==> src/rtl/control_fsm_param_if.sv <==
// Datapath/memory control bundle between the processor control unit and its datapath.
// Instruction and memory-ack inputs flow to the controller; enables and selects flow back.
interface control_fsm_param_if #(
    parameter int unsigned DW   = 16,
    parameter int unsigned NREG = 8
);
    localparam int unsigned SW = $clog2(NREG + 4);

    logic [DW-1:0]   IR;
    logic            mem_ack;
    logic [SW-1:0]   select;
    logic [NREG-1:0] Rin;
    logic            IRin;
    logic            Ain;
    logic            Gin;
    logic [1:0]      alu_op;
    logic            ADDRin;
    logic            DOUTin;
    logic            mem_req;
    logic            mem_wr;

    modport master (
        input  IR, mem_ack,
        output select, Rin, IRin, Ain, Gin, alu_op, ADDRin, DOUTin, mem_req, mem_wr
    );

    modport slave (
        output IR, mem_ack,
        input  select, Rin, IRin, Ain, Gin, alu_op, ADDRin, DOUTin, mem_req, mem_wr
    );
endinterface

==> src/rtl/control_fsm_param.sv <==
// Control unit for the simple processor: sequences one instruction per run request,
// including load/store through a req/ack memory handshake with an optional timeout.
module control_fsm_param #(
    parameter int unsigned DW       = 16,
    parameter int unsigned NREG     = 8,
    parameter int unsigned WAIT_MAX = 15
) (
    input  logic clk,
    input  logic rst,
    input  logic run,
    control_fsm_param_if.master bus,
    output logic Done,
    output logic err,
    output logic busy
);
    localparam int unsigned RW = $clog2(NREG);
    localparam int unsigned SW = $clog2(NREG + 4);
    localparam int unsigned CW = (WAIT_MAX > 1) ? $clog2(WAIT_MAX) : 1;
    localparam logic [CW-1:0] LAST = (WAIT_MAX == 0) ? '0 : CW'(WAIT_MAX - 1);

    localparam logic [SW-1:0] SEL_G   = SW'(NREG);
    localparam logic [SW-1:0] SEL_D   = SW'(NREG + 1);
    localparam logic [SW-1:0] SEL_DT  = SW'(NREG + 2);
    localparam logic [SW-1:0] SEL_DIN = SW'(NREG + 3);

    localparam logic [2:0] OP_MV  = 3'd0;
    localparam logic [2:0] OP_MVT = 3'd1;
    localparam logic [2:0] OP_ADD = 3'd2;
    localparam logic [2:0] OP_SUB = 3'd3;
    localparam logic [2:0] OP_AND = 3'd4;
    localparam logic [2:0] OP_LD  = 3'd5;
    localparam logic [2:0] OP_ST  = 3'd6;

    localparam logic [1:0] ALU_ADD = 2'b00;
    localparam logic [1:0] ALU_SUB = 2'b01;
    localparam logic [1:0] ALU_AND = 2'b10;

    typedef enum logic [2:0] {
        S_FETCH,
        S_T1,
        S_T2,
        S_T3,
        S_MEM
    } state_t;

    state_t          state;
    state_t          state_nxt;
    logic [CW-1:0]   wait_cnt;
    logic [2:0]      op;
    logic            imm;
    logic [RW-1:0]   rx;
    logic [RW-1:0]   ry;
    logic [NREG-1:0] rx_onehot;
    logic            timeout;
    logic            unused_ir;

    // Instruction field decode; the top IR bit and the gap between rX and rY are don't-care.
    assign op        = bus.IR[DW-2 -: 3];
    assign imm       = bus.IR[DW-5];
    assign rx        = bus.IR[DW-6 -: RW];
    assign ry        = bus.IR[RW-1:0];
    assign rx_onehot = NREG'(1) << rx;
    assign timeout   = (WAIT_MAX != 0) && (wait_cnt == LAST);
    assign unused_ir = ^bus.IR;

    always_ff @(posedge clk or negedge rst) begin
        if (!rst) begin
            state <= S_FETCH;
        end else begin
            state <= state_nxt;
        end
    end

    // Cycles spent in MEM without an ack; zero outside MEM so every entry starts fresh.
    always_ff @(posedge clk or negedge rst) begin
        if (!rst) begin
            wait_cnt <= '0;
        end else if (state != S_MEM) begin
            wait_cnt <= '0;
        end else if (!bus.mem_ack && (wait_cnt != LAST)) begin
            wait_cnt <= wait_cnt + CW'(1);
        end
    end

    always_comb begin
        state_nxt   = state;
        bus.select  = '0;
        bus.Rin     = '0;
        bus.IRin    = 1'b0;
        bus.Ain     = 1'b0;
        bus.Gin     = 1'b0;
        bus.alu_op  = ALU_ADD;
        bus.ADDRin  = 1'b0;
        bus.DOUTin  = 1'b0;
        bus.mem_req = 1'b0;
        bus.mem_wr  = 1'b0;
        Done        = 1'b0;
        err         = 1'b0;
        busy        = (state != S_FETCH);

        case (state)
            S_FETCH: begin
                // Gated by reset so IR is never loaded while the unit is held in reset.
                bus.IRin = run && rst;
                if (run) begin
                    state_nxt = S_T1;
                end
            end

            S_T1: begin
                case (op)
                    OP_MV: begin
                        bus.select = imm ? SEL_D : SW'(ry);
                        bus.Rin    = rx_onehot;
                        Done       = 1'b1;
                        state_nxt  = S_FETCH;
                    end
                    OP_MVT: begin
                        bus.select = SEL_DT;
                        bus.Rin    = rx_onehot;
                        Done       = 1'b1;
                        state_nxt  = S_FETCH;
                    end
                    OP_ADD, OP_SUB, OP_AND: begin
                        bus.select = SW'(rx);
                        bus.Ain    = 1'b1;
                        state_nxt  = S_T2;
                    end
                    OP_LD, OP_ST: begin
                        bus.select = SW'(ry);
                        bus.ADDRin = 1'b1;
                        state_nxt  = (op == OP_LD) ? S_MEM : S_T2;
                    end
                    default: begin
                        Done      = 1'b1;
                        err       = 1'b1;
                        state_nxt = S_FETCH;
                    end
                endcase
            end

            S_T2: begin
                if (op == OP_ST) begin
                    bus.select = SW'(rx);
                    bus.DOUTin = 1'b1;
                    state_nxt  = S_MEM;
                end else begin
                    bus.select = imm ? SEL_D : SW'(ry);
                    bus.Gin    = 1'b1;
                    bus.alu_op = (op == OP_SUB) ? ALU_SUB :
                                 (op == OP_AND) ? ALU_AND : ALU_ADD;
                    state_nxt  = S_T3;
                end
            end

            S_T3: begin
                bus.select = SEL_G;
                bus.Rin    = rx_onehot;
                Done       = 1'b1;
                state_nxt  = S_FETCH;
            end

            S_MEM: begin
                bus.mem_req = 1'b1;
                bus.mem_wr  = (op == OP_ST);
                // An ack arriving on the last allowed cycle still completes normally.
                if (bus.mem_ack) begin
                    if (op == OP_LD) begin
                        bus.select = SEL_DIN;
                        bus.Rin    = rx_onehot;
                    end
                    Done      = 1'b1;
                    state_nxt = S_FETCH;
                end else if (timeout) begin
                    Done      = 1'b1;
                    err       = 1'b1;
                    state_nxt = S_FETCH;
                end
            end

            default: begin
                state_nxt = S_FETCH;
            end
        endcase
    end
endmodule

==> src/flat_wrapper.sv <==
// flat-port wrapper written by rule: the top's interface ports become plain ports
module control_fsm_param_flat 
#(
    parameter int unsigned DW       = 16,
    parameter int unsigned NREG     = 8,
    parameter int unsigned WAIT_MAX = 15
)
  (clk, rst, run, Done, err, busy, bus_IR, bus_mem_ack, bus_select, bus_Rin, bus_IRin, bus_Ain, bus_Gin, bus_alu_op, bus_ADDRin, bus_DOUTin, bus_mem_req, bus_mem_wr);
  control_fsm_param_if #(.DW(DW), .NREG(NREG)) bus_i ();
  input  logic clk;
  input  logic rst;
  input  logic run;
  output logic Done;
  output logic err;
  output logic busy;
  input wire logic [$bits(bus_i.IR)-1:0] bus_IR;
  input wire logic [$bits(bus_i.mem_ack)-1:0] bus_mem_ack;
  output wire logic [$bits(bus_i.select)-1:0] bus_select;
  output wire logic [$bits(bus_i.Rin)-1:0] bus_Rin;
  output wire logic [$bits(bus_i.IRin)-1:0] bus_IRin;
  output wire logic [$bits(bus_i.Ain)-1:0] bus_Ain;
  output wire logic [$bits(bus_i.Gin)-1:0] bus_Gin;
  output wire logic [$bits(bus_i.alu_op)-1:0] bus_alu_op;
  output wire logic [$bits(bus_i.ADDRin)-1:0] bus_ADDRin;
  output wire logic [$bits(bus_i.DOUTin)-1:0] bus_DOUTin;
  output wire logic [$bits(bus_i.mem_req)-1:0] bus_mem_req;
  output wire logic [$bits(bus_i.mem_wr)-1:0] bus_mem_wr;
  assign bus_i.IR = bus_IR;
  assign bus_i.mem_ack = bus_mem_ack;
  assign bus_select = bus_i.select;
  assign bus_Rin = bus_i.Rin;
  assign bus_IRin = bus_i.IRin;
  assign bus_Ain = bus_i.Ain;
  assign bus_Gin = bus_i.Gin;
  assign bus_alu_op = bus_i.alu_op;
  assign bus_ADDRin = bus_i.ADDRin;
  assign bus_DOUTin = bus_i.DOUTin;
  assign bus_mem_req = bus_i.mem_req;
  assign bus_mem_wr = bus_i.mem_wr;
  control_fsm_param #(.DW(DW), .NREG(NREG), .WAIT_MAX(WAIT_MAX)) u_core (.clk(clk), .rst(rst), .run(run), .bus(bus_i), .Done(Done), .err(err), .busy(busy));
endmodule
==> config.mk <==
export PLATFORM = sky130hd
export DESIGN_NAME = control_fsm_param_flat
export DESIGN_NICKNAME = d
export VERILOG_FILES = /design/src/rtl/control_fsm_param_if.sv /design/src/rtl/control_fsm_param.sv /design/src/flat_wrapper.sv
export SDC_FILE = /design/constraint.sdc
export NUM_CORES = 1
export LEC_CHECK = 0
export CAP_MARGIN = 15
export CORE_ASPECT_RATIO = 1.2
export CORE_MARGIN = 2
export CORE_UTILIZATION = 43
export DETAILED_ROUTE_END_ITERATION = 16
export PLACE_DENSITY = 0.88
export SLEW_MARGIN = 20
export SYNTH_ARGS = -nofsm -noshare
export SYNTH_HDL_FRONTEND = slang
export SYNTH_SLANG_ARGS = --single-unit
==> constraint.sdc <==
create_clock -name clk -period 4.1 [get_ports clk]
set_input_delay 0.82 -clock clk [delete_from_list [all_inputs] [get_ports clk]]
set_output_delay 0.82 -clock clk [all_outputs]
set_load 0.03 [all_outputs]
# [After elaboration in Yosys (flattened, before gate mapping)]
# Index checks and enable logic that the tools add are counted.
[op_classes] add_sub_neg=1 multipliers=0 n_div=0 order_cmp=0 n_eq_ne=15 n_shift=1 mux=41 bitwise=0 n_reduce_logical=13
[ops] op="$pmux 4 s4" count=2
[ops] op="$mux 4" count=6
[ops] op="$mux 8" count=3
[ops] op="$pmux 8 s3" count=1
[ops] op="$mux 1" count=16
[ops] op="$mux 3" count=5
[ops] op="$eq 3x2->1 const B" count=4
[ops] op="$eq 3x3->1 const B" count=4
[ops] op="$pmux 3 s4" count=1
[ops] op="$mux 2" count=4
[ops] op="$shl 1x3->8 const A" count=1
[ops] op="$reduce_or 7->1" count=1
[ops] op="$eq 3x1->1 const B" count=2
[ops] op="$logic_not 3->1" count=2
[ops] op="$pmux 3 s2" count=1
[ops] op="$reduce_or 5->1" count=1
[ops] op="$add 4x1->4 const B" count=1
[ops] op="$eq 4x4->1 const B" count=1
[ops] op="$ne 4x4->1 const B" count=1
[ops] op="$reduce_or 2->1" count=2
[ops] op="$ne 3x2->1 const B" count=1
[ops] op="$ne 3x3->1 const B" count=1
[ops] op="$pmux 1 s3" count=1
[ops] op="$reduce_bool 3->1" count=1
[ops] op="7 further kinds" count=8
[totals] register_bits=7 latch_bits=0 mem_bits_rw=0 rom_bits=0 output_inout_bits=24 n_memories=0

# [Logic depth before layout (Yosys ltp)]
[logic_depth] ltp_word=5 ltp_mapped=7

# [Worst setup path before layout]
# Ideal clock, no wire load.
[synth_timing] path_type="input port to output port" start="in bus_IR[13]" end="out bus_select[3]" t_arrival_ns=2.138 required_ns=3.280 path_slack_ns=1.142 cell_stages=5 n_path_buf=2 path_cell_list="buf_2 buf_2 nor3_1 nor2_1 o31ai_1"
[synth_between] elab_chain_len=4
[synth_rtl] element="start, declared" line_no="flat_wrapper.sv:16" rtl="input wire logic [$bits(bus_i.IR)-1:0] bus_IR;"
[synth_rtl] element="$eq 3x2->1 (tied with other cells)" line_no="control_fsm_param.sv:111" rtl="case (op)"
[synth_rtl] element="$reduce_or 3->1 (tied with other cells)" line_no="control_fsm_param.sv:111"
[synth_rtl] element="$pmux 4 s4 or $mux 4 (tied branches)" line_no="control_fsm_param.sv:111, control_fsm_param.sv:167"
[synth_rtl] element="$pmux 4 s4 *" line_no="control_fsm_param.sv:101" rtl="case (state)"
[synth_rtl] element="end, declared" line_no="flat_wrapper.sv:18" rtl="output wire logic [$bits(bus_i.select)-1:0] bus_select;"
# Mark *: on every way between the ends. The rest lies on a longest branch, timed or not.

# [Worst setup path after layout]
[layout_timing] start="in bus_IR[12]" end="out bus_select[1]"
# Same word-level chain as after synthesis.

==> flow_summary.json <==
{
  "status": "complete, no violations",
  "die_area_um2": 2410,
  "clock.fmax_ghz": 0.258,
  "worstSetupPathType": "in2out",
  "postCtsSetupBuffers": 0,
  "p_int_mw": 0.273,
  "cts_buffers": 3,
  "h-tree-depth": 1,
  "switchingPower_mw": 0.266,
  "avgSynthCellArea_um2": 7.27,
  "finalCritPeriodShare": 0.945,
  "cp-end-kind": "primary output",
  "grt_pass1_wl_um": 4130,
  "pwr-share-comb": 0.684,
  "ys.flop_type": "dfrtp_1",
  "grt_max_degree": 19,
  "ir_drop_uv": 340,
  "drc": 0,
  "required_ns": 3.28,
  "worst-endpoint-arrival_ns": 3.06,
  "gp_congestion": 0.782,
  "grt_use_total": 0.229,
  "dp_hpwl_um": 1880,
  "overflow": 0,
  "fp.coreArea_um2": 1870,
  "yosysUniqueCellTypes": 42,
  "rows": 17,
  "synth_cells": 120,
  "synth_warnings": 0,
  "die_x_um": 45.1,
  "clkPwrFrac": 0.115,
  "slew_headroom": 0.621,
  "routed_wirelength_um": 2450,
  "synth-edff-count": 0,
  "rsz0062_at_grt": "false",
  "area_delta_synth_final_pct": 47.2,
  "clock_path_buffers": 2,
  "diodes": 0,
  "skew_ns": 0.00447,
  "cts_resized": 0,
  "hold_viol": 0,
  "io_buffers": 37,
  "drt_iter0_markers": 23,
  "synthTopCellsByArea": "dfrtp_1 (20%), nor2_1 (9.9%), nand2b_1 (3.6%)",
  "routedWlPerCell_um": 13.7,
  "clkLatencyLatePin_ns": 0.25,
  "drive_gt1_frac": 0.101,
  "viasPerCell": 5.88,
  "fp.dieH_um": 53.3,
  "root_buffer": "clkbuf_4",
  "io_pins": 44,
  "vias": 1047,
  "pwr-share-seq": 0.200,
  "seq_area_frac_synth": 0.201,
  "clkTransAtPathRegs_ns": 0.05,
  "layout.nets": 182,
  "cts.sinks": 7,
  "power_density_nw_per_um2": 420,
  "worstPathMaxFanout": 18,
  "syn_area_um2": 872,
  "sw_frac_of_total": 0.494,
  "start_util": 0.466,
  "ff2ff_setup_slack_ns": 2.55,
  "maxCapViolCount": 0,
  "ys_seq_elements": 7,
  "setup_viol": 0,
  "r2r_cells": 6,
  "finalSetupTns_ns": 0,
  "worst_setup_path_startpoint": "bus_IR[12]",
  "drt_pass1_iterations": 4,
  "p_leak_nw": 0.507,
  "worstMarginPinSlew_ns": 0.567,
  "synthesis.nets": 142,
  "r2r-end": "u_core.wait_cnt[3]$_DFFE_PN0N_",
  "grt_pass1_vias": 989,
  "antenna_found_initial": 0,
  "holdPathEnd": "u_core.state[0]$_DFFE_PN0P_",
  "power.total_mw": 0.539,
  "fin_crit_ns": 3.88,
  "final_max_slew_viol_count": 0,
  "worstHoldStart": "u_core.state[0]$_DFFE_PN0P_",
  "cts_tree": "yes",
  "ctsHoldBuffers": 0,
  "antenna_left": 0,
  "holdPathStages": 1,
  "synth_top_area_frac": 0.201,
  "min_path_type": "reg2reg",
  "r2r-start": "u_core.wait_cnt[0]$_DFFE_PN0N_",
  "async_reset_ff_frac": 1.00,
  "cp-start-kind": "primary input",
  "synth_top_area_cell": "dfrtp_1"
}
-- critical path: stages --
cell,delay [ns]
clkdlybuf4s50_1,0.70
nand3b_1,0.43
mux2i_1,0.18
o21ai_1,0.13
a31o_1,0.12
clkdlybuf4s50_1,0.66
-- final cells by class --
type	instances	area, um2
clock buffer	4	26.3
fill	161	588
inverter	6	22.5
multi-input combinational	102	643
sequential	7	175
tap	19	23.8
timing repair buffer	40	393
-- metrics by stage --
| stage | util | hold slack, ns | setup WS (ns) | cell area [um2] | instances |
|---|---|---|---|---|---|
| 2_1_floorplan | - | 0.489 | 1.14 | 872 | 120 |
| 3_5_place_dp | 0.672 | 0.553 | 0.262 | 1260 | 174 |
| 3_3_place_gp | 0.672 | 0.533 | 0.305 | 1260 | 174 |
| 5_1_grt | 0.686 | 0.598 | 0.118 | 1280 | 178 |
| 4_1_cts | 0.686 | 0.563 | 0.258 | 1280 | 178 |
| 6_report | 0.686 | 0.563 | 0.224 | 1280 | 178 |
-- state kept, by name, indices dropped and copies added, names as in the netlist --
| signal | count |
|---|---|
| u_core.state | 3 |
| u_core.wait_cnt | 4 |
-- worst max-delay path by stage --
stage / endpoint / slack [ns] / cells past startpoint
floorplan: bus_select[3] / 1.14 / 5
detailed placement: bus_select[1] / 0.26 / 6
CTS: bus_select[1] / 0.26 / 6
global placement: bus_select[1] / 0.31 / 6
finish: bus_select[1] / 0.22 / 6
global route: bus_select[1] / 0.12 / 6
-- per-layer routing --
layer,vias to the layer above,routed length [um],GRT usage
met5,-,0,0
met4,0,23,0.0980
met3,4,104,0.0137
met2,36,1260,0.405
met1,490,1050,0.276
li1,517,-,-
-- logic make-up (layout without fill, tap and decap cells) --
logic type,after synthesis,in the layout,share of synthesized area
adders and majority gates,2,2,0.0287
xor gates and xnor gates,4,4,0.0402
muxes,3,3,0.0344
DFF,7,7,0.201
and+or+nand+nor,61,61,0.367
AOI/OAI and AO/OA,32,32,0.267
buffers and inverters,11,50,0.0617
-- power by group through the flow --
stage	clock network [mW]	logic [mW]	registers, mW
global placement	0	0.363	0.108
detailed placement	0	0.367	0.108
global route	0.0704	0.397	0.110
floorplan	0	0.254	0.0937
CTS	0.0658	0.369	0.108
finish	0.0622	0.369	0.108
-- Yosys cell counts (3+ instances only) --
master / instances
inv_1: 4
nor3_1: 4
o21ai_0: 3
buf_2: 4
nor2_1: 23
o21ai_1: 4
nor2b_1: 4
a21oi_1: 5
mux2i_1: 3
dfrtp_1: 7
nand2b_1: 5
o211ai_1: 3
nand3_1: 3
nand3b_1: 3
nand2_1: 7
-- cell usage in the layout (no fill, tap or decap), types with 3 or more instances in the layout --
cell             synthesis  routed
nor3_1                   4       4
mux2i_1                  3       3
nand3_1                  3       3
o21ai_0                  3       3
clkbuf_4                 0       3
nand2_1                  7       7
clkdlybuf4s50_1          0      37
nand2b_1                 5       5
inv_1                    4       4
nor2_1                  23      23
nor2b_1                  4       4
a21oi_1                  5       5
dfrtp_1                  7       7
buf_4                    0       3
o21ai_1                  4       4
nand3b_1                 3       3
o211ai_1                 3       3
Power figures use the tool's default switching activity.
==> RTL change, RTL diff (config.mk and constraints unchanged) <==
`WAIT_MAX` is set to 15 in 2 places; all go to 30.
--- a/src/rtl/control_fsm_param.sv
+++ b/src/rtl/control_fsm_param.sv
@@ -3,7 +3,7 @@
 module control_fsm_param #(
     parameter int unsigned DW       = 16,
     parameter int unsigned NREG     = 8,
-    parameter int unsigned WAIT_MAX = 15
+    parameter int unsigned WAIT_MAX = 30
 ) (
     input  logic clk,
     input  logic rst,
--- a/src/flat_wrapper.sv
+++ b/src/flat_wrapper.sv
@@ -3,7 +3,7 @@
 #(
     parameter int unsigned DW       = 16,
     parameter int unsigned NREG     = 8,
-    parameter int unsigned WAIT_MAX = 15
+    parameter int unsigned WAIT_MAX = 30
 )
   (clk, rst, run, Done, err, busy, bus_IR, bus_mem_ack, bus_select, bus_Rin, bus_IRin, bus_Ain, bus_Gin, bus_alu_op, bus_ADDRin, bus_DOUTin, bus_mem_req, bus_mem_wr);
   control_fsm_param_if #(.DW(DW), .NREG(NREG)) bus_i ();
Behaviour: same outputs for any inputs over 10 cycles, from zero or initial values and one cycle with rst low; that may be too few to reach the edited logic, so the function may still have changed.
==> RTL change against the unedited design <==
  * Synthesized area up 5.6%
  * Worst setup slack better by 110 ps
  * Routed wire length increased by 4.5%
  * Sequential cell count grew 1
  * Power grew 3.0%
  * Clock skew shrank 4.1 ps
  * First-iteration DRC count rose by 26%
  * Sequential share of layout area grew 1.1 points
  * Final area is 5.6% higher
  * Register-to-register slack gained 40 ps
  * Synthesized cell count grew 0.83%
  * Hold slack got worse by 8.6 ps
  * Critical path type unchanged
  * Largest power group unchanged
==> RTL change: results (changes against the unedited design) <==
logic_synthesis:
  synth_fa_ha_area_share_pct: 2.72  # was 2.87%
  yosys-mux-area-fraction_pct: 1.09  # was 3.44%
  synth-compound-area-share_pct: 29.1  # was 26.7%
  yosysWarnings: 0  # unchanged
  ys_types: 46  # was 42
  synth_area_leaders: "dfrtp_1 22%, nor2_1 7.7%, a21oi_1 3.8%"  # was dfrtp_1 20%, nor2_1 9.9%, nand2b_1 3.6%
  synth_seq_area_share_pct: 21.7  # was 20.1%
  synthXorXnorAreaFrac_pct: 4.76  # was 4.02%
  netlist_instances: 121  # was 120
  synth_nets: 143  # was 142
  synthTopCellsByCount: "19 x nor2_1, 9 x inv_1, 9 x nand2_1"  # was 23 x nor2_1, 7 x dfrtp_1, 7 x nand2_1
sta:
  fin_skew_ps: 0.355  # was 4.47 ps
  final_max_slew_viol_count: 0  # unchanged
  timing.hold.ws_ps: 554  # was 563 ps
  maxSlewHeadroom_pct: 73.3  # was 62.1%
  period_share_pct: 91.9  # was 94.5%
critical_path:
  crit_fanout: 12  # was 18
  r2r_slack_ps: 2590  # was 2550 ps
  reg2regPathDepth: 5  # was 6
  crit_path_start: "bus_IR[14]"  # was bus_IR[12]
  crit_arrival_ps: 2950  # was 3060 ps
  max_stage_delay_ps: 660  # was 700 ps
  crit_end: "bus_select[2]"  # was bus_select[1]
power_and_ir_drop:
  p_leak_nw: 0.520  # was 0.507 nW
  ir_drop_mv: 0.246  # was 0.340 mV
clock_tree:
  cts_root_buf: "clkbuf_4"  # unchanged
  cts.clk_slew.worst_paths_ps: 50  # about the same
  cts_buffer_depth: 2  # unchanged
  htree_levels: 1  # unchanged
drt:
  viasPerCell: 5.45  # was 5.88
  drt_iter0_markers: 29  # was 23
  wirelength_um: 2560  # was 2450 um
  wl_per_cell_um: 13.4  # was 13.7 um
grt:
  grt_pass1_wl_um: 4210  # was 4130 um
  grt_pass1_vias: 1019  # was 989
  grt_use_met1_pct: 26.6  # was 27.6%
  use_met3_pct: 2.64  # was 1.37%
  antenna_found_initial: 0  # unchanged
  grtUsageTotal_pct: 22.8  # was 22.9%
  grt_max_degree: 14  # was 19
  met2_usage_pct: 40.7  # was 40.5%
layout:
  top_regs: "u_core.wait_cnt: 5 flops, u_core.state: 3 flops"  # was u_core.wait_cnt: 4 flops, u_core.state: 3 flops
  nNetsFinal: 185  # was 182
  final_core_util_pct: 66.1  # was 68.6%
  drive_gt1_share_pct: 13.7  # was 10.1%
status:
  status: "complete, no violations"  # unchanged
place:
  gp_congestion: 0.861  # was 0.782
  post_dp_cell_area_um2: 1330  # was 1260 um^2
  dpl.hpwl_um: 1990  # was 1880 um
  place_ws_ps: 342  # was 262 ps
min_path:
  hold_class: "reg2reg"  # unchanged
-- RTL change: cell types whose count changed in the layout (fill, tap and decap cells not counted), moves of 3 or more --
cell	change
nor2_1	-4
buf_4	+3
o21ai_1	-3
inv_1	+5
-- RTL change: report_power, final --
group / internal, mW / switching (mW) / leakage (nW)
combinational: 0.163 / 0.217 / 0.397
sequential: 0.0915 / 0.0245 / 0.109
clock: 0.0335 / 0.0265 / 0.0138
total: 0.287 / 0.268 / 0.520
-- RTL change: worst min path at each step --
stage / startpoint / end / depth (start not counted)
after floorplan: u_core.state[2] / u_core.state[0] / 1
after global routing: u_core.state[2] / u_core.state[0] / 1
after CTS: u_core.state[2] / u_core.state[0] / 1
after global placement: u_core.state[2] / u_core.state[0] / 1
after detailed placement: u_core.state[2] / u_core.state[0] / 1
final: u_core.state[2] / u_core.state[0] / 1
-- RTL change: cell type report --
cell class / instances / area [um^2]
well taps: 30 / 37.5
inverters: 9 / 33.8
multi-input cells: 98 / 646
clock buffers: 3 / 22.5
flip-flops and latches: 8 / 200
repair buffers: 43 / 415
fillers: 167 / 694
-- RTL change: layer usage --
| layer | routed length (um) | vias to the layer above | share of wire [%] |
|---|---|---|---|
| li1 | - | 521 | - |
| met1 | 1100 | 463 | 43 |
| met3 | 167 | 4 | 6.5 |
| met5 | 0 | - | 0 |
| met4 | 29 | 0 | 1.1 |
| met2 | 1260 | 52 | 49 |
-- RTL change: cells by family after synthesis --
group | Yosys count
AND/OR/NAND/NOR | 56
multiplexers | 1
XOR/XNOR | 5
buffers and inverters | 15
adder cells (fa/ha/maj) | 2
flip-flops | 8
AO/OA/AOI/OAI | 34
